`src/rtl/bcd_addsub_serial.sv`:
```
// Digit-serial BCD adder/subtractor: one decimal digit per clock, LSD first,
// with a single shared 4-bit digit adder and ten's-complement subtract.
module bcd_addsub_serial #(
  parameter int unsigned DIGITS = 4
) (
  input  logic                clk,
  input  logic                rst,
  input  logic                start,
  input  logic                op_sub,
  input  logic [4*DIGITS-1:0] a,
  input  logic [4*DIGITS-1:0] b,
  output logic                busy,
  output logic                done,
  output logic [4*DIGITS-1:0] sum,
  output logic                carry,
  output logic                err
);

  localparam int unsigned     W    = 4 * DIGITS;
  localparam int unsigned     CW   = $clog2(DIGITS) + 1;
  localparam logic [CW-1:0]   LAST = CW'(DIGITS - 1);

  typedef enum logic {IDLE, CALC} state_t;

  state_t          state_q, state_d;
  logic [CW-1:0]   cnt_q, cnt_d;
  logic [W-1:0]    a_q, a_d, b_q, b_d, res_q, res_d, sum_q, sum_d;
  logic            sub_q, sub_d, c_q, c_d;
  logic            carry_q, carry_d, err_q, err_d, done_q, done_d;
  logic [3:0]      a_dig, b_dig, bd, dig;
  logic [4:0]      t;
  logic            in_bad;

  always_comb begin
    in_bad = 1'b0;
    for (int unsigned i = 0; i < DIGITS; i++) begin
      if (a[4*i +: 4] > 4'd9 || b[4*i +: 4] > 4'd9) in_bad = 1'b1;
    end
  end

  // Shared digit slice: counter selects the operand digits for this cycle.
  always_comb begin
    a_dig = '0;
    b_dig = '0;
    for (int unsigned i = 0; i < DIGITS; i++) begin
      if (cnt_q == CW'(i)) begin
        a_dig = a_q[4*i +: 4];
        b_dig = b_q[4*i +: 4];
      end
    end
    bd  = sub_q ? (4'd9 - b_dig) : b_dig;
    t   = 5'(a_dig) + 5'(bd) + 5'(c_q);
    dig = (t > 5'd9) ? 4'(t + 5'd6) : t[3:0];
  end

  always_comb begin
    state_d = state_q;
    cnt_d   = cnt_q;
    a_d     = a_q;
    b_d     = b_q;
    sub_d   = sub_q;
    c_d     = c_q;
    res_d   = res_q;
    sum_d   = sum_q;
    carry_d = carry_q;
    err_d   = err_q;
    done_d  = 1'b0;
    case (state_q)
      IDLE: begin
        if (start) begin
          if (in_bad) begin
            done_d  = 1'b1;
            err_d   = 1'b1;
            sum_d   = '0;
            carry_d = 1'b0;
          end else begin
            a_d     = a;
            b_d     = b;
            sub_d   = op_sub;
            c_d     = op_sub;
            cnt_d   = '0;
            state_d = CALC;
          end
        end
      end
      CALC: begin
        c_d = (t > 5'd9);
        for (int unsigned i = 0; i < DIGITS; i++) begin
          if (cnt_q == CW'(i)) res_d[4*i +: 4] = dig;
        end
        if (cnt_q == LAST) begin
          state_d = IDLE;
          cnt_d   = '0;
          done_d  = 1'b1;
          err_d   = 1'b0;
          sum_d   = res_d;
          carry_d = sub_q ? ~c_d : c_d;
        end else begin
          cnt_d = cnt_q + CW'(1);
        end
      end
      default: state_d = IDLE;
    endcase
  end

  always_ff @(posedge clk or posedge rst) begin
    if (rst) begin
      state_q <= IDLE;
      cnt_q   <= '0;
      a_q     <= '0;
      b_q     <= '0;
      sub_q   <= 1'b0;
      c_q     <= 1'b0;
      res_q   <= '0;
      sum_q   <= '0;
      carry_q <= 1'b0;
      err_q   <= 1'b0;
      done_q  <= 1'b0;
    end else begin
      state_q <= state_d;
      cnt_q   <= cnt_d;
      a_q     <= a_d;
      b_q     <= b_d;
      sub_q   <= sub_d;
      c_q     <= c_d;
      res_q   <= res_d;
      sum_q   <= sum_d;
      carry_q <= carry_d;
      err_q   <= err_d;
      done_q  <= done_d;
    end
  end

  assign busy  = (state_q == CALC);
  assign done  = done_q;
  assign sum   = sum_q;
  assign carry = carry_q;
  assign err   = err_q;

endmodule

```
`config.mk`:
```
export PLATFORM = sky130hd
export DESIGN_NAME = bcd_addsub_serial
export DESIGN_NICKNAME = d
export VERILOG_FILES = /design/src/rtl/bcd_addsub_serial.sv
export SDC_FILE = /design/constraint.sdc
export NUM_CORES = 1
export LEC_CHECK = 0
export CAP_MARGIN = 30
export CORE_ASPECT_RATIO = 1.75
export CORE_MARGIN = 2
export CORE_UTILIZATION = 45
export DETAILED_ROUTE_END_ITERATION = 8
export PLACE_DENSITY = 0.82
export SLEW_MARGIN = 10
export SYNTH_ARGS = -nofsm -noshare
export SYNTH_HDL_FRONTEND = slang
export SYNTH_SLANG_ARGS = --single-unit
```
`constraint.sdc`:
```
create_clock -name clk -period 3.8 [get_ports clk]
set_clock_uncertainty 0.2 [all_clocks]
set_input_delay 0.76 -clock clk [delete_from_list [all_inputs] [get_ports clk]]
set_output_delay 0.76 -clock clk [all_outputs]
set_load 0.01 [all_outputs]
```
== Word-level counts from Yosys, hierarchy flattened ==
Cells that the tools add are included.
W data, S select, Z words.
Operators by class
  bitwise gates (word level): 3
  $add $sub $neg: 5
  equality and inequality tests: 7
  $lt $le $gt $ge: 9
  mux-type cells: 46
  reduce and logical (&&, ||, !) cells: 8
Operators with widths (number)
  $mux W4: 14
  $mux W16: 3
  $gt A4 B4 Y1 const B: 8
  $pmux W16 S2: 1
  $mux W1: 19
  $pmux W1 S2: 5
  $mux W3: 3
  $eq A3 B2 Y1 const B: 2
  $ne A2 B2 Y1 const B: 3
  $pmux W3 S2: 1
  $reduce_and A3 Y1: 2
  $add A4 B4 Y5: 1
  $add A5 B1 Y5: 1
  $gt A5 B4 Y1 const B: 1
  $add A4 B3 Y4 const B: 1
  $logic_or A1 B1 Y1: 4
  $sub A4 B4 Y4 const A: 1
  $add A3 B1 Y3 const B: 1
  $eq A3 B1 Y1 const B: 1
  $logic_not A3 Y1: 1
  $not A1 Y1: 3
  $ne A2 B1 Y1 const B: 1
  $reduce_and A2 Y1: 1
Storage, ports and cells
  logic and storage cells: 89
  input port bits: 36
  bits in registers: 73
  output and inout port bits: 20

== Depth between registers and ports, before layout ==
Gate-level depths: netlist of run 1.
  depth after elaboration: 14
  depth in mapped cells: 18
  depth with buffers taken out: 17

== Worst setup path before layout of run 1 ==
No wires, ideal clock.
  path type: register to register
  start point: register cnt_q[0]
  end point: register sum_q[10] (netlist: sum[10])
  path buffers: 2
  arrival time: 3669 ps
  data required time: 3520 ps
  cell stages (with the launch flop): 18
  period minus slack after synthesis: 3949 ps
  library setup time: 80 ps
  setup slack: -149 ps
  cells stage by stage: dfrtp_1 -> inv_1 -> ha_1 -> clkbuf_1 -> clkbuf_1 -> a21oi_1 -> o21ai_0 -> nand2b_1 -> ha_1 -> nand2_1 -> o21ai_0 -> ha_1 -> xnor2_1 -> ha_1 -> a22o_1 -> o31a_1 -> mux2_4 -> o211ai_2
Between the ends
  word-level cells in the longest chain between the ends: 14
  elaborated cells between the ends (all ways): 24
  classes of those cells: add/sub (4); order compare (1); eq/ne (4); mux (13); reduce/logical (2)
RTL lines
  start: declaration: line 26  | logic [CW-1:0] cnt_q, cnt_d;
  start signal: assignment: line 121  | cnt_q <= cnt_d;
  $logic_not A3 Y1: line 46  | if (cnt_q == CW'(i)) begin
  $mux W4 (4 in a row): line 46
  $sub A4 B4 Y4: line 51  | bd = sub_q ? (4'd9 - b_dig) : b_dig;
  $mux W4: line 51
  $add A4 B4 Y5: line 52  | t = 5'(a_dig) + 5'(bd) + 5'(c_q);
  $add A5 B1 Y5: line 52
  $add A4 B3 Y4 / $gt A5 B4 Y1 (equally long branches): line 53  | dig = (t > 5'd9) ? 4'(t + 5'd6) : t[3:0];
  $mux W4: line 53
  $mux W4: line 89  | if (cnt_q == CW'(i)) res_d[4*i +: 4] = dig;
  $mux W16: line 91  | if (cnt_q == LAST) begin
  $pmux W16 S2: line 68  | case (state_q)
  end signal: assignment: line 127  | sum_q <= sum_d;
  end: declaration: line 27  | logic [W-1:0] a_q, a_d, b_q, b_d, res_q, res_d, sum_q, sum_d;
Several ways; a longest one is shown, not always the timed one. The select of a mux whose other input is x is not followed.
A chain may end at the register's enable or synchronous reset.

== Worst setup path in the final report of run 1 ==
  start point: register cnt_q[0]
  end point: register sum_q[6] (netlist: sum[6])
Same word-level chain as after synthesis.

==> results of run 1 <==
-- through the flow --
| stage | cell area [sq um] | TNS [ps] | power (mW) | cells | utilization |
|---|---|---|---|---|---|
| 6_report | 4710 | -561 | 4.09 | 506 | 0.631 |
| 5_1_grt | 4710 | -3270 | 4.34 | 506 | 0.631 |
| 4_1_cts | 4650 | -510 | 3.96 | 504 | 0.623 |
| 3_5_place_dp | 4250 | -2050 | 2.92 | 483 | 0.570 |
| 3_3_place_gp | 4240 | -131 | 2.83 | 482 | 0.568 |
| 2_1_floorplan | 3440 | 0 | 2.14 | 330 | - |
-- worst max-delay path: stages (launching register included) --
cell and delay [ps]:
dfrtp_2 450, inv_4 110, ha_4 160, and3b_1 170, a211oi_2 40, a211o_1 250, a21oi_2 180, xnor2_2 130
fa_2 230, inv_2 40, fa_2 530, inv_2 50, ha_4 150, a22o_1 220, o31a_1 330, mux2_4 380
o211ai_2 170
-- final cells by class --
type | instances | area share
tap | 88 | 0.0234
clock buffer | 9 | 0.0479
multi-input combinational | 233 | 0.363
timing repair buffer | 89 | 0.175
clock inverter | 7 | 0.0141
inverter | 11 | 0.00931
sequential | 69 | 0.367
-- flip-flops by register name, indices dropped and copies added, names as in the netlist --
register	count
b_q	16
sum	16
carry	1
done	1
busy	1
err	1
c_q	1
sub_q	1
cnt_q	3
res_q	12
a_q	16
-- final timing paths --
check	to	slack [ps]	cells past startpoint
max	sum[6]	-100	16
min	res_q[0]	280	2
max reg2reg	sum[6]	-100	16
min reg2reg	res_q[0]	280	2
max in group asynchronous	done	2120	3
min in group asynchronous	b_q[0]	640	2
-- cell usage in the layout, fill, tap and decap left out, drive strengths merged --
cell type,Yosys,routed
o31a,1,1
dfrtp,69,69
a211oi,3,3
nor4,1,1
buf,4,34
bufinv,0,1
clkdlybuf4s50,0,55
a22o,1,1
clkinv,0,5
nor3,1,1
nor2,7,7
a21oi,12,12
a211o,3,3
inv,11,11
a21o,4,4
xnor2,4,4
o31ai,3,3
o21ai,38,38
nand2b,6,6
xor2,1,1
a21boi,1,1
mux2,31,31
fa,2,2
and3b,7,7
nand2,42,42
ha,9,9
or2,1,1
mux2i,5,5
o211ai,9,9
nor2b,4,4
nand3b,3,3
o22ai,1,1
nand3,31,31
clkinvlp,0,1
clkbuf,13,9
nand4,2,2
-- power by group --
group          switching (mW)  total [mW]  internal [mW]
Sequential              0.153        1.07          0.918
Clock                   0.311       0.814          0.503
Combinational            1.11        2.20           1.09
Total                    1.57        4.09           2.52
-- repair_timing --
item	CTS	global route
gates cloned	0	0
resized for setup	21	17
setup endpoints to repair	22	22
setup buffers	5	3
pin swaps	3	11
-- routing by layer --
metal  vias to the layer above  wire, um  track usage
li1                       1338         -            -
met1                      1373      2910        0.211
met2                        71      4560        0.386
met3                        18       277       0.0482
met4                         0       284        0.118
met5                         -         0            0
-- cell families after synthesis --
| group | after synthesis | share of synthesized area |
|---|---|---|
| buffers and inverters | 28 | 0.0321 |
| AOI/OAI and AO/OA | 76 | 0.137 |
| adders and majority gates | 11 | 0.0445 |
| and+or+nand+nor | 105 | 0.150 |
| muxes | 36 | 0.117 |
| DFF | 69 | 0.503 |
| xor gates and xnor gates | 5 | 0.0150 |
==> results.md, run 1 <==
* Status: complete, but fails checks
* Failing checks: setup timing
* First-pass GRT wire length at 13300 um
* Critical-path maximum fanout at 7
* Clock transition at the registers of the reported paths at 60 ps
* Core Area at 7460 sq um
* DRC Markers at 0
* Register Area at 1730 sq um
* Multi-input gate area at 1710 sq um
* Static Leakage at 2.10 nW
* Avg Cell Area, Syn at 10.4 sq um
* Die Width at 70.0 um
* Tmin final at 3900 ps
* Port Buf Inserts at 55
* Crit path capture type: register
* I/O Pins at 56
* Final Setup Violations at 10
* Critical path arrival at 3960 ps
* Max Buffers Root-to-Sink at 2
* Worst min path class: reg -> reg
* WS Path Type: reg -> reg
* Per-cell routed wire length at 15.9 um
* Vias at 2800
* CTS hold repair buffers at 0
* Pin count of the biggest net entering global routing at 39
* Total Wirelength at 8040 um
* DR vias/cell at 5.53
* Commonest register cell after synthesis: dfrtp_1
* Crit start category: register
* Final WS setup at -97.3 ps
* Top-count cell post-synth: dfrtp_1
* FILL cells at 622
* Detailed Routing Iterations Pass 1 at 4
* Mapped Area at 3430 sq um
* Crit share post-route at 1.03
* 1st-iter DRT viols at 210
* Die H at 119 um
* Setup crit start: cnt_q[0]
* Peak VDD IR at 0.525 mV
* PwrDens at 869 nW/um^2
* Pre-CTS setup slack at -177 ps
* Share of the synthesized area in the top cell type at 0.503
* Final-report max-slew violation count at 0
* Max Fclk at 257 MHz
* Area contributors post-synth: dfrtp_1 (50%), mux2_2 (9.9%), o21ai_0 (4.8%)
* Layout Area Growth over Synthesis at 37.2%
* Hold Fails Final Rpt at 0
* Reg2reg start: cnt_q[0]
* Min-delay src: res_q[0]
* H-tree depth at 3
* GPL Wtd Cong at 0.806
* Initial Util at 0.460
* #FFs+latches synth at 69
* Synth top cells by count: dfrtp_1 (69), nand2_1 (42), o21ai_0 (33)
* TritonCTS Buffers at 9
* Worst EP required at 3860 ps
* Die area at 8360 sq um
* Diodes inserted at 0
* Unrepaired setup endpoints after global routing: yes
* Post-synth EDFFs at 0
* Actual slew at the worst max-slew pin at 979 ps
* DP HPWL at 6000 um
* Slew margin rel. at 0.345
* Skew-Pair Late Insertion Delay at 340 ps
* Number of global-route vias before repair at 2867
* CTS tree: done
* Tot GR Track Use at 0.210
* Worst hold slack at 280 ps
* Layout cells sized above 1 at 0.266
* Initial antenna violation count at 0
* Synth unique cells at 37
* Synth area leader: dfrtp_1
* Register area share after synthesis at 0.503
* Gate Count Post-Synth at 330
* Synth Net Count at 377
* Max_cap viols at 0
* Ys async rst share at 1.00
* Row cnt at 42
* Synth Warn # at 0
* Post-route ant nets at 0
* Clock root buffer: clkbuf_16
* Total gr overflow at 0
* Clock Sinks at 69
* Fin nets at 460
Power figures use the tool's default switching activity.
==> run 2: changes to the inputs <==
--- a/config.mk
+++ b/config.mk
@@ -5,12 +5,13 @@
 export SDC_FILE = /design/constraint.sdc
 export NUM_CORES = 1
 export LEC_CHECK = 0
+export ABC_AREA = 1
 export CAP_MARGIN = 30
 export CORE_ASPECT_RATIO = 1.75
 export CORE_MARGIN = 2
-export CORE_UTILIZATION = 45
+export CORE_UTILIZATION = 25
 export DETAILED_ROUTE_END_ITERATION = 8
-export PLACE_DENSITY = 0.82
+export PLACE_DENSITY = 0.55
 export SLEW_MARGIN = 10
 export SYNTH_ARGS = -nofsm -noshare
 export SYNTH_HDL_FRONTEND = slang
==> results.md, run 2 <==
* Status: completed
* Vias at 3116 (+11%)
* Port Buf Inserts at 55 (unchanged)
* Commonest non-fill, non-tap cell in the layout: nand2_1
* Critical path arrival at 3650 ps (-310 ps)
* Max Buffers Root-to-Sink at 2 (unchanged)
* WS Path Type: reg -> reg
* Hold Fails Final Rpt at 0 (unchanged)
* First-pass GRT wire length at 15600 um (+17%)
* Min-delay src: sum[13]
* Reg2Reg Setup Slack at 150 ps (+240 ps)
* Worst EP required at 3800 ps (-60 ps)
* Final Setup Violations at 0 (-10)
* Final-report max-slew violation count at 0 (unchanged)
* Layout Area Growth over Synthesis at 37.4%
* Routed wl met2 at 5180 um (+13%)
* Synth area leader: dfrtp_1
* Synth Net Count at 487 (+29%)
* DP HPWL at 7480 um (+25%)
* Synth Warn # at 0 (unchanged)
* Die area at 15700 sq um (+88%)
* Row cnt at 58 (+38%)
* #FFs+latches synth at 69 (unchanged)
* Total gr overflow at 0 (unchanged)
* Actual slew at the worst max-slew pin at 767 ps (-212 ps)
* WHS Path Cells at 2 (unchanged)
* Die H at 164 um (+37%)
* Tmin final at 3650 ps (-242 ps)
* Post-DP Area at 4450 sq um (+4.6%)
* Slowest stage cell, crit path: fa_2
* Max stage delay on crit path at 460 ps (-70 ps)
* Crit start category: register
* Gate Count Post-Synth at 440 (+33%)
* Commonest non-fill, non-tap cells in the layout: nand2_1 (135), dfrtp_1 (69), clkdlybuf4s50_1 (55)
* Post-route ant nets at 0 (unchanged)
* Setup crit start: cnt_q[0]
* 1st-iter DRT viols at 106 (-50%)
* Initial Util at 0.255 (-0.204)
* Total Wirelength at 9620 um (+20%)
* Area contributors post-synth: dfrtp_1 (47%), nand2_1 (14%), o21ai_0 (6.4%)
* Clock Sinks at 69 (unchanged)
* Unrepaired setup endpoints after global routing: no
* Post-synth EDFFs at 0 (unchanged)
* I/O Pins at 56 (unchanged)
* TritonCTS Buffers at 9 (unchanged)
* Detailed Routing Iterations Pass 1 at 4 (unchanged)
* Fin nets at 561 (+22%)
* Clock root buffer: clkbuf_16
* Register area share after synthesis at 0.471 (-0.0330)
* Synth top cells by count: nand2_1 (139), dfrtp_1 (69), inv_1 (50)
* Die Width at 95.6 um (+37%)
* DRC Markers at 0 (unchanged)
* Metal3 WL at 351 um (+27%)
* Synth unique cells at 37 (unchanged)
* Crit share post-route at 0.962 (-0.0638)
* Worst min path class: reg -> reg
* R2R Path End: res_q[7]
* Slew margin rel. at 0.488 (+0.144)
* Crit-path cells: inv_2, ha_4, inv_2, nor2_2, buf_12, nand3_4, a311oi_2, a21oi_2, fa_2, inv_2, fa_2, inv_2, ha_4, nand2_2, a21boi_4, nand2_4, nand2_8, nand2_4, nand3_2, nand2_1, o21ai_2
* Share of the synthesized area in the top cell type at 0.471 (-0.0330)
* Diodes inserted at 0 (unchanged)
* Reg2reg path depth at 21 (+5)
* Per-cell routed wire length at 13.8 um (-13%)
* CTS tree: done
* Skew-Pair Late Insertion Delay at 330 ps (about the same)
* Top-count cell post-synth: nand2_1
* DR vias/cell at 4.46 (-19%)
* Initial antenna violation count at 0 (unchanged)
* Layout cells sized above 1 at 0.193 (-0.0729)
* Final Cell Area at 5040 sq um (+7.1%)
* GPL Wtd Cong at 0.846 (+4.9%)
* Max_cap viols at 0 (unchanged)
* Number of global-route vias before repair at 3251 (+13%)
* Reg2reg start: cnt_q[0]
* Layout Cells excl Fill at 699 (+38%)
* Critical path's most frequent cell: inv_2
* Clock transition at the registers of the reported paths at 60 ps (about the same)
* CTS hold repair buffers at 0 (unchanged)
* Ys async rst share at 1.00 (unchanged)
* H-tree depth at 3 (unchanged)
* Mapped Area at 3670 sq um (+7.0%)
* Commonest register cell after synthesis: dfrtp_1
* Tot GR Track Use at 0.131 (-0.0787)
* WHS Endpoint: sum[13]
* Max Fclk at 274 MHz (+6.6%)
* Avg Cell Area, Syn at 8.34 sq um (-20%)
* Core Area at 14400 sq um (+93%)
* Top Metal Used: met4
* Critical-path maximum fanout at 8 (+1)
* Pin count of the biggest net entering global routing at 42 (+7.7%)
* Placed cell count at 672 (+39%)
* Crit path capture type: register
* Routed length on met1 at 3590 um (+23%)
[run 2: cell types whose count changed after synthesis, sizes merged, moves of 6 or more]
cell | before | now
nand2 | 42 | 145
inv | 11 | 56
mux2 | 31 | 0
o21ai | 38 | 63
buf | 4 | 13
clkbuf | 13 | 4
o211ai | 9 | 0
and3b | 7 | 0
nand2b | 6 | 0
[run 2: timing repair]
item	4_1_cts	5_1_grt
buffers inserted	1	10
hold endpoints to repair	0	0
resized for setup	9	27
setup endpoints to repair	22	23
pin swaps	1	19
[run 2: layout make-up]
cell class | instances | area (sq um)
clock buffer | 10 | 239
clock inverter | 6 | 110
fill | 1490 | 9330
inverter | 56 | 214
multi-input combinational | 298 | 1750
sequential | 69 | 1730
tap | 180 | 225
timing repair buffer | 80 | 779
[run 2: through the flow]
stage	hold WS, ps	util	setup WS [ps]	TNS, ps
after floorplan	244	-	252	0
after global routing	305	0.351	3.94	0
after global placement	264	0.310	42.0	0
after CTS	274	0.337	15.7	0
final	269	0.351	145	0
after detailed placement	260	0.310	-95.0	-1050
[run 2: worst max-delay path by stage]
stage / slack (ps) / to / cells past startpoint
after floorplan: 250 / res_q[7] / 21
after global placement: 40 / res_q[7] / 20
after detailed placement: -90 / res_q[7] / 20
after CTS: 20 / res_q[7] / 21
after global routing: 4 / res_q[6] / 21
final: 150 / res_q[7] / 21
[run 2: logic make-up (layout without fill, tap and decap cells)]
family	count (synthesis)	in the layout	synth area share
flops	69	69	0.471
xor+xnor	4	4	0.00955
buf+inv	73	152	0.0921
simple gates	192	192	0.251
fa+ha+maj	11	11	0.0416
compound gates	91	91	0.135
[run 2: critical path, delay by kind of cell, from the launching register on]
family	cells	cell delay, ps
adder cells (fa/ha/maj)	4	1120
AND/OR/NAND/NOR	8	790
AO/OA/AOI/OAI	4	560
buffers and inverters	5	470
flip-flops	1	410
[run 2: metal layers]
layer  vias to the layer above  track usage
li1                       1560            -
met1                      1460        0.136
met2                        70        0.236
met3                        26       0.0243
met4                         0       0.0812
met5                         -            0
Power of run 2 is left out: the tool's default activity adds up to more than one toggle a clock period on the data nets, which glitch-free logic cannot reach.
==> run 3: changes to the inputs <==
--- a/config.mk
+++ b/config.mk
@@ -5,7 +5,6 @@
 export SDC_FILE = /design/constraint.sdc
 export NUM_CORES = 1
 export LEC_CHECK = 0
-export ABC_AREA = 1
 export CAP_MARGIN = 30
 export CORE_ASPECT_RATIO = 1.75
 export CORE_MARGIN = 2
==> constraint.sdc (replaced) <==
create_clock -name clk -period 3.8 [get_ports clk]
set_clock_uncertainty 0.2 [all_clocks]
set_input_delay 0.76 -clock clk [delete_from_list [all_inputs] [get_ports clk]]
set_output_delay 0.76 -clock clk [all_outputs]
set_load 0.02 [all_outputs]
==> results.md, run 3 (synthesis results as in run 1) <==
* Status: complete, but fails checks
* Failing checks: setup timing
* PwrDens at 863 nW/um^2
* Net Sw Frac at 0.382
* Critical path arrival at 3980 ps (+330 ps)
* Die area at 14700 sq um (-6.3%)
* DR vias/cell at 4.65 (+4.4%)
* Final Cell Area at 4800 sq um (-4.7%)
* Max Buffers Root-to-Sink at 2 (unchanged)
* CTS hold repair buffers at 0 (unchanged)
* Crit share post-route at 1.03 (+0.0714)
* GPL Wtd Cong at 0.846 (about the same)
* First-pass GRT wire length at 14600 um (-6.2%)
* Post-DP Area at 4360 sq um (-2.1%)
* Critical-path maximum fanout at 7 (-1)
* Per-cell routed wire length at 15.0 um (+8.8%)
* 1st-iter DRT viols at 77 (-27%)
* Static Leakage at 2.10 nW
* Tot GR Track Use at 0.129 (-0.00182)
* CTS tree: done
* Reg2reg path depth at 16 (-24%)
* Clock root buffer: clkbuf_16
* Reg2Reg Setup Slack at -130 ps (-270 ps)
* Diodes inserted at 0 (unchanged)
* Clock transition at the registers of the reported paths at 50 ps (about the same)
* Tmin final at 3930 ps (+271 ps)
* Detailed Routing Iterations Pass 1 at 4 (unchanged)
* Layout cells sized above 1 at 0.251 (+0.0579)
* Final-report max-slew violation count at 0 (unchanged)
* Skew-Pair Late Insertion Delay at 340 ps (about the same)
* Final Setup Violations at 14 (+14)
* TritonCTS Buffers at 9 (unchanged)
* Reg2reg start: cnt_q[0]
* DRC Markers at 0 (unchanged)
* Core Area at 13400 sq um (-6.9%)
* R2R Path End: sum[10]
* Logic pwr share at 0.519
* Sequential share of power at 0.259
* WHS Path Cells at 2 (unchanged)
* Slew margin rel. at 0.574 (+0.0852)
* Switching pwr at 1.58 mW
* Die H at 159 um (-3.2%)
* Routed wl met2 at 4750 um (-8.2%)
* Port Buf Inserts at 55 (unchanged)
* Commonest non-fill, non-tap cell in the layout: dfrtp_1
* DP HPWL at 6600 um (-12%)
* Number of global-route vias before repair at 2859 (-12%)
* Top Metal Used: met4
* Multi-input gate area at 1690 sq um (-3.4%)
* Crit start category: register
* Routed length on met1 at 3370 um (-6.1%)
* Row cnt at 56 (-3.4%)
* Vias at 2740 (-12%)
* Initial Util at 0.256 (+0.000865)
* Peak VDD IR at 0.417 mV
* Pin count of the biggest net entering global routing at 42 (unchanged)
* H-tree depth at 3 (unchanged)
* Setup TNS at -1000 ps (-1000 ps)
* Hold Fails Final Rpt at 0 (unchanged)
* Total Wirelength at 8820 um (-8.3%)
* Total gr overflow at 0 (unchanged)
* Worst min path class: reg -> reg
* Layout Area Growth over Synthesis at 40.0%
* Placed cell count at 569 (-15%)
* Max_cap viols at 0 (unchanged)
* Pre-CTS setup slack at -194 ps (-98.7 ps)
* FILL cells at 1320 (-11%)
* Int Pwr at 2.56 mW
* I/O Pins at 56 (unchanged)
* Post-route ant nets at 0 (unchanged)
* WS Path Type: reg -> reg
* Final WS setup at -126 ps (-271 ps)
* Min-delay src: res_q[1]
* Actual slew at the worst max-slew pin at 635 ps (-133 ps)
* Initial antenna violation count at 0 (unchanged)
* Clk pwr share at 0.222
* Commonest non-fill, non-tap cells in the layout: dfrtp_1 (69), clkdlybuf4s50_1 (55), nand2_1 (42)
* Fin nets at 457 (-19%)
* Clock Sinks at 69 (unchanged)
* Metal3 WL at 339 um (-3.4%)
* Unrepaired setup endpoints after global routing: yes
* Worst EP required at 3860 ps (+60 ps)
* Register Area at 1730 sq um (unchanged)
* Crit path capture type: register
* Layout Cells excl Fill at 589 (-16%)
* WHS Endpoint: res_q[1]
* Max Fclk at 255 MHz (-6.9%)
* Die Width at 92.5 um (-3.2%)
[run 3: worst max path at each step]
| stage | from | endpoint | slack (ps) | depth (start not counted) |
|---|---|---|---|---|
| 2_1_floorplan | cnt_q[0] | sum[10] | 20 | 16 |
| 3_3_place_gp | cnt_q[1] | sum[2] | -60 | 16 |
| 3_5_place_dp | cnt_q[0] | sum[10] | -190 | 16 |
| 4_1_cts | cnt_q[0] | sum[10] | -70 | 16 |
| 5_1_grt | cnt_q[0] | res_q[6] | -260 | 16 |
| 6_report | cnt_q[0] | sum[10] | -130 | 16 |
[run 3: per-stage QoR]
step	hold WS [ps]	total power, mW	util
2_1_floorplan	249	2.15	-
3_3_place_gp	262	2.90	0.325
3_5_place_dp	271	2.96	0.325
4_1_cts	283	4.10	0.357
5_1_grt	324	4.39	0.359
6_report	281	4.14	0.359
[run 3: power by group through the flow]
stage	Clock [mW]	Sequential, mW	Combinational [mW]
finish	0.918	1.07	2.15
global route	0.966	1.10	2.33
floorplan	0	1.03	1.12
CTS	0.936	1.07	2.09
global placement	0	1.07	1.83
detailed placement	0	1.08	1.88
[run 3: what timing repair did]
| item | CTS | global route |
|---|---|---|
| pin swaps | 0 | 11 |
| gates resized for setup | 18 | 14 |
| setup endpoints to repair | 22 | 23 |
| buffers inserted | 4 | 1 |
| cloned | 0 | 0 |
[run 3: routing by layer]
metal  track usage  vias up
li1              -     1333
met1         0.141     1298
met2         0.228       85
met3        0.0232       24
met4        0.0767        0
met5             0        -
[run 3: worst max-delay path: stages, from the launching register on]
cell and delay [ps]:
dfrtp_1 410, buf_6 140, ha_4 170, and3b_1 230, a211oi_2 50, a211o_1 240, a21oi_2 150, xnor2_1 150
fa_2 240, inv_2 40, fa_2 540, inv_2 50, ha_4 150, a22o_1 210, o31a_1 310, mux2_4 380
o211ai_2 170
[run 3: area by class of cell]
class | count | area share
flip-flops and latches | 69 | 0.360
well taps | 174 | 0.0453
clock inverters | 4 | 0.0146
clock buffers | 12 | 0.0534
inverters | 11 | 0.00860
repair buffers | 86 | 0.167
multi-input cells | 233 | 0.351
